$ cat src/rtl/jk_counter_driver.sv
// Excitation controller for an external JK flip-flop bank that follows a mod-MODULUS up/down count.
// Optional macro JKDRV_TOGGLE_EN selects toggle-style (J=K) excitation for count/hold cycles.
module jk_counter_driver #(
  parameter int WIDTH   = 4,
  parameter int MODULUS = 10
) (
  input  logic             CLK,
  input  logic             RST_N,
  input  logic             EN,
  input  logic             UP,
  input  logic             LOAD,
  input  logic [WIDTH-1:0] LOAD_VAL,
  input  logic [WIDTH-1:0] Q_FB,
  output logic [WIDTH-1:0] J,
  output logic [WIDTH-1:0] K,
  output logic [WIDTH-1:0] COUNT,
  output logic             WRAP,
  output logic             FAULT
);

  localparam logic [WIDTH-1:0] MAX_V = WIDTH'(MODULUS - 1);
  // MODULUS may equal 2^WIDTH, so the clamp compare needs one extra bit
  localparam logic [WIDTH:0]   MOD_X = (WIDTH+1)'(MODULUS);

  typedef enum logic [1:0] {S_INIT = 2'd0, S_RUN = 2'd1, S_FAULT = 2'd2} state_e;

  state_e           state_q, state_d;
  logic [WIDTH-1:0] count_q, count_d;
  logic             fault_q, fault_d;

  logic [WIDTH-1:0] load_n, step_n, run_n;
  logic [WIDTH-1:0] cnt_j, cnt_k;

  assign load_n = ({1'b0, LOAD_VAL} >= MOD_X) ? MAX_V : LOAD_VAL;

  // Terminal values are compared before stepping, so no wrap-around arithmetic is needed
  always_comb begin
    step_n = count_q;
    if (UP) step_n = (count_q == MAX_V) ? '0 : count_q + WIDTH'(1);
    else    step_n = (count_q == '0) ? MAX_V : count_q - WIDTH'(1);
  end

  assign run_n = LOAD ? load_n : (EN ? step_n : count_q);

  for (genvar gi = 0; gi < WIDTH; gi++) begin : g_exc
`ifdef JKDRV_TOGGLE_EN
    assign cnt_j[gi] = count_q[gi] ^ run_n[gi];
    assign cnt_k[gi] = count_q[gi] ^ run_n[gi];
`else
    assign cnt_j[gi] = ~count_q[gi] &  run_n[gi];
    assign cnt_k[gi] =  count_q[gi] & ~run_n[gi];
`endif
  end

  always_ff @(posedge CLK or negedge RST_N) begin
    if (!RST_N) begin
      state_q <= S_INIT;
      count_q <= '0;
      fault_q <= 1'b0;
    end else begin
      state_q <= state_d;
      count_q <= count_d;
      fault_q <= fault_d;
    end
  end

  always_comb begin
    state_d = state_q;
    count_d = count_q;
    fault_d = fault_q;
    case (state_q)
      S_INIT: begin
        state_d = S_RUN;
        count_d = '0;
        fault_d = 1'b0;
      end
      S_RUN: begin
        if (LOAD) begin
          count_d = load_n;
        end else if (Q_FB != count_q) begin
          state_d = S_FAULT;
          fault_d = 1'b1;
        end else begin
          count_d = run_n;
        end
      end
      S_FAULT: begin
        if (LOAD) begin
          state_d = S_RUN;
          count_d = load_n;
          fault_d = 1'b0;
        end
      end
      default: begin
        state_d = S_INIT;
        count_d = '0;
        fault_d = 1'b0;
      end
    endcase
  end

  always_comb begin
    J    = '0;
    K    = '0;
    WRAP = 1'b0;
    case (state_q)
      S_INIT: K = '1;
      S_RUN: begin
        if (LOAD) begin
          J = load_n;
          K = ~load_n;
        end else begin
          J    = cnt_j;
          K    = cnt_k;
          WRAP = EN & (UP ? (count_q == MAX_V) : (count_q == '0));
        end
      end
      S_FAULT: begin
        if (LOAD) begin
          J = load_n;
          K = ~load_n;
        end
      end
      default: begin
        J = '0;
        K = '1;
      end
    endcase
  end

  assign COUNT = count_q;
  assign FAULT = fault_q;

endmodule

$ cat config.mk
export PLATFORM = sky130hd
export DESIGN_NAME = jk_counter_driver
export DESIGN_NICKNAME = d
export VERILOG_FILES = /design/src/rtl/jk_counter_driver.sv
export SDC_FILE = /design/constraint.sdc
export NUM_CORES = 1
export LEC_CHECK = 0
export BUFFER_PORTS_ARGS = -buffer_cell sky130_fd_sc_hd__clkbuf_2
export CORE_UTILIZATION = 55
export DETAILED_ROUTE_END_ITERATION = 7
export PLACE_DENSITY = 0.95
export SYNTH_ARGS = -nofsm -noshare
export SYNTH_HDL_FRONTEND = slang
export SYNTH_SLANG_ARGS = --single-unit
export TNS_END_PERCENT = 30
$ cat constraint.sdc
create_clock -name CLK -period 4.2 [get_ports CLK]
set_input_delay 0.42 -clock CLK [delete_from_list [all_inputs] [get_ports CLK]]
set_output_delay 0.42 -clock CLK [all_outputs]
set_load 0.01 [all_outputs]
==> metrics.log <==
INFO  metric critical_path.startpoint_type = flip-flop
INFO  metric grt_usage = 0.285
INFO  metric cp-endpoint = J[2]
INFO  metric final_core_utilization = 0.663
INFO  metric highest_clock_rate = 362 MHz
INFO  metric start_util = 0.598
INFO  metric worst-endpoint-arrival = 2.35 ns
INFO  metric synth_area = 0.00104 mm²
INFO  metric powerDensity = 647 mW/mm²
INFO  metric cts.htree.levels = 1
INFO  metric dieWidth = between 40 and 50 µm
INFO  metric cts.root.buffer_cell = sky130_fd_sc_hd__clkbuf_4
INFO  metric fin_worst_skew = 0.00565 ns
INFO  metric fp.coreArea = 0.00175 mm²
INFO  metric gp_congestion = 0.946
INFO  metric antenna_found_initial = 0
INFO  metric timing.slew.headroom = 0.585
INFO  metric power.share.sequential = 0.196
INFO  metric ff2ff_path_depth = 6
INFO  metric synth.avg_cell_area = about 8 µm²
INFO  metric timing.final.crit_share = 0.658
INFO  metric post-route-worst-setup-slack = ~1.4 ns
INFO  metric critical_path.reg2reg.endpoint = COUNT[2]
INFO  metric cts_made_buffers = 3
INFO  metric rr_startpoint = COUNT[1]
INFO  metric post_cts.repair.setup_buffers = 0
INFO  metric cts_resized = 0
INFO  metric worst-setup-path-type = reg2out
INFO  metric slew_violations = 0
INFO  metric die_y = 45.6 µm
INFO  metric n_antenna_cell = 0
INFO  metric timing.critical_path.fanout_max = 11
INFO  metric worstHoldPathType = in2async
INFO  metric regToRegSetupSlack = 1.98 ns
INFO  metric netlist.area_leader.share = 0.144
INFO  metric tritoncts = yes
INFO  metric core.rowCount = 15
INFO  metric layout.filler_cells = 172
INFO  metric setup_tns = 0 ns
INFO  metric swShare = 0.534
INFO  metric synthDominantAreaCellType = sky130_fd_sc_hd__dfrtp_1
INFO  metric setup_viol_count_final = 0
INFO  metric hold_buffers = 1
INFO  metric cp.required = 3.78 ns
INFO  metric yosysWarningCount = 0
INFO  metric io_pins = 27
INFO  metric comb_power_share = 0.735
INFO  metric postSynthRegisterBits = 6
INFO  metric routed-via-count = 1,093
INFO  metric sequential_fraction_of_the_synthesis_area = 0.144
INFO  metric syn2layout_area_growth = 10.9%
INFO  metric antenna_violating_nets_post_route = 0
INFO  metric detail_route.wirelength = 2690 µm
INFO  metric multi_input_comb_area = 779 µm²
INFO  metric drive_gt1_frac = 0.260
INFO  metric dp_worst_setup_slack = 1.71 ns
INFO  metric detailedRoute.firstPassIterationCount = 4
INFO  metric synthMostInstantiatedCell = sky130_fd_sc_hd__a21oi_1
INFO  metric rsz0062_at_grt = no
INFO  metric netlist_top_cells_count = sky130_fd_sc_hd__a21oi_1, sky130_fd_sc_hd__inv_1, sky130_fd_sc_hd__nand2_1, sky130_fd_sc_hd__o21ai_0, sky130_fd_sc_hd__ha_1
INFO  metric finish.net_count = approximately 170
INFO  metric synth_ff_type = sky130_fd_sc_hd__dfrtp_1
INFO  metric clkSlewWorstSetupHoldPaths = approximately 0.05 ns
INFO  metric ctsLongestPathBuffers = 2
INFO  metric clock_sink_count = 6
INFO  metric number_of_global_route_vias_before_repair = approximately 970
INFO  metric placed_wire_length_estimate_after_detailed_placement = 2000 µm
INFO  metric worstSkewPairLatency = 0.24 ns
INFO  metric min_period = 2.77 ns
INFO  metric total_congestion_overflow_after_global_routing = 0
INFO  metric leakagePower = 0.508 nW
INFO  metric power_frac_clock = 0.069
INFO  metric postSynthCellCount = 132
INFO  metric yosys-top-cells-area = sky130_fd_sc_hd__dfrtp_1, sky130_fd_sc_hd__ha_1, sky130_fd_sc_hd__xnor2_2
INFO  metric sequential_cell_area = 150 µm²
INFO  metric synth_async_sr_flop_share = 1.00
INFO  metric setup.worst_path.start = COUNT[1]
INFO  metric mappedNetlistNets = 152
INFO  metric route.detailed.drc = 0
INFO  metric netSwitchingPower = 0.400 mW
INFO  metric grt_first_pass_wirelength = 4370 µm
INFO  metric internal-power = 0.349 mW
INFO  metric max_cap_viol_count = 0
INFO  metric avgViaCountPerCell = between 6 and 7
INFO  metric grt_max_degree = 20
INFO  metric tightest_slew = 0.622 ns
INFO  metric end_kind = primary output
INFO  metric max-vdd-ir-drop = 0.407 mV
INFO  metric hold_viol_final = 0
INFO  metric total_die_area = 0.00208 mm²
INFO  metric first_iter_violations = 51
INFO  metric synth-edff-count = 0
INFO  metric run_status = finished clean
INFO  metric post_drt_wl_per_cell = about 15 µm
INFO  metric io_buffers = 26
INFO  metric synth.distinct_cells = 52
[per-stage QoR]
step	area, µm²	hold WS (ns)	instances	power (mW)
6_report	1160	0.545	175	0.749
5_1_grt	1160	0.563	175	0.820
4_1_cts	1160	0.537	175	0.746
3_5_place_dp	1120	0.251	171	0.690
3_3_place_gp	1120	0.246	171	0.663
2_1_floorplan	1040	0.124	132	0.565
[per-layer routing]
layer	vias to the layer above	wire, µm	GRT usage
li1	540	-	-
met1	502	1170	0.393
met2	51	1350	0.491
met3	0	167	0.0357
met4	0	0	0.0182
met5	-	0	0
[logic make-up (layout without fill, tap and decap cells)]
family,count (synthesis),after routing,synth area share
xor+xnor,6,6,0.0720
simple gates,37,37,0.205
compound gates,51,51,0.345
mux,4,4,0.0408
buf+inv,21,39,0.109
flops,6,6,0.144
fa+ha+maj,7,7,0.0839
[power by group through the flow]
stage	Combinational (mW)	Sequential, mW	Clock (mW)
after floorplan	0.453	0.112	0
after global placement	0.521	0.142	0
after detailed placement	0.544	0.146	0
after CTS	0.548	0.146	0.0526
final	0.551	0.147	0.0513
after global routing	0.610	0.153	0.0574
[registers in the layout, summed over array words and instances (netlist names)]
signal   count
state_q      2
COUNT        4
[critical path, stage by stage (launching register included)]
cell and delay [ns]:
sky130_fd_sc_hd__dfrtp_1 0.56, sky130_fd_sc_hd__inv_1 0.14, sky130_fd_sc_hd__ha_1 0.25, sky130_fd_sc_hd__mux2_1 0.29
sky130_fd_sc_hd__a221o_1 0.40, sky130_fd_sc_hd__o22ai_1 0.16, sky130_fd_sc_hd__a32o_1 0.18, sky130_fd_sc_hd__clkbuf_2 0.13
[cell usage in the layout (no fill, tap or decap), drive strengths merged, types with 4 or more instances in the layout]
| cell | n |
|---|---|
| xnor2 | 6 |
| clkbuf | 29 |
| inv | 9 |
| ha | 7 |
| a21oi | 9 |
| nand2 | 8 |
| a31oi | 4 |
| dfrtp | 6 |
| nor2 | 5 |
| o21ai | 9 |
[how the worst min path moves through the flow]
stage / startpoint / to / slack, ns / depth (start not counted)
6_report: RST_N / state_q[0] / 0.54 / 2
3_5_place_dp: RST_N / COUNT[2] / 0.25 / 1
2_1_floorplan: RST_N / COUNT[0] / 0.12 / 0
3_3_place_gp: RST_N / COUNT[2] / 0.25 / 1
5_1_grt: RST_N / state_q[0] / 0.56 / 2
4_1_cts: RST_N / state_q[0] / 0.54 / 2
[layout make-up]
cell class / instances / area share
repair buffers: 27 / 0.121
inverters: 9 / 0.0292
clock buffers: 3 / 0.0195
well taps: 25 / 0.0270
multi-input cells: 105 / 0.674
flip-flops and latches: 6 / 0.130
No activity file was read; power rests on OpenSTA's default activity.
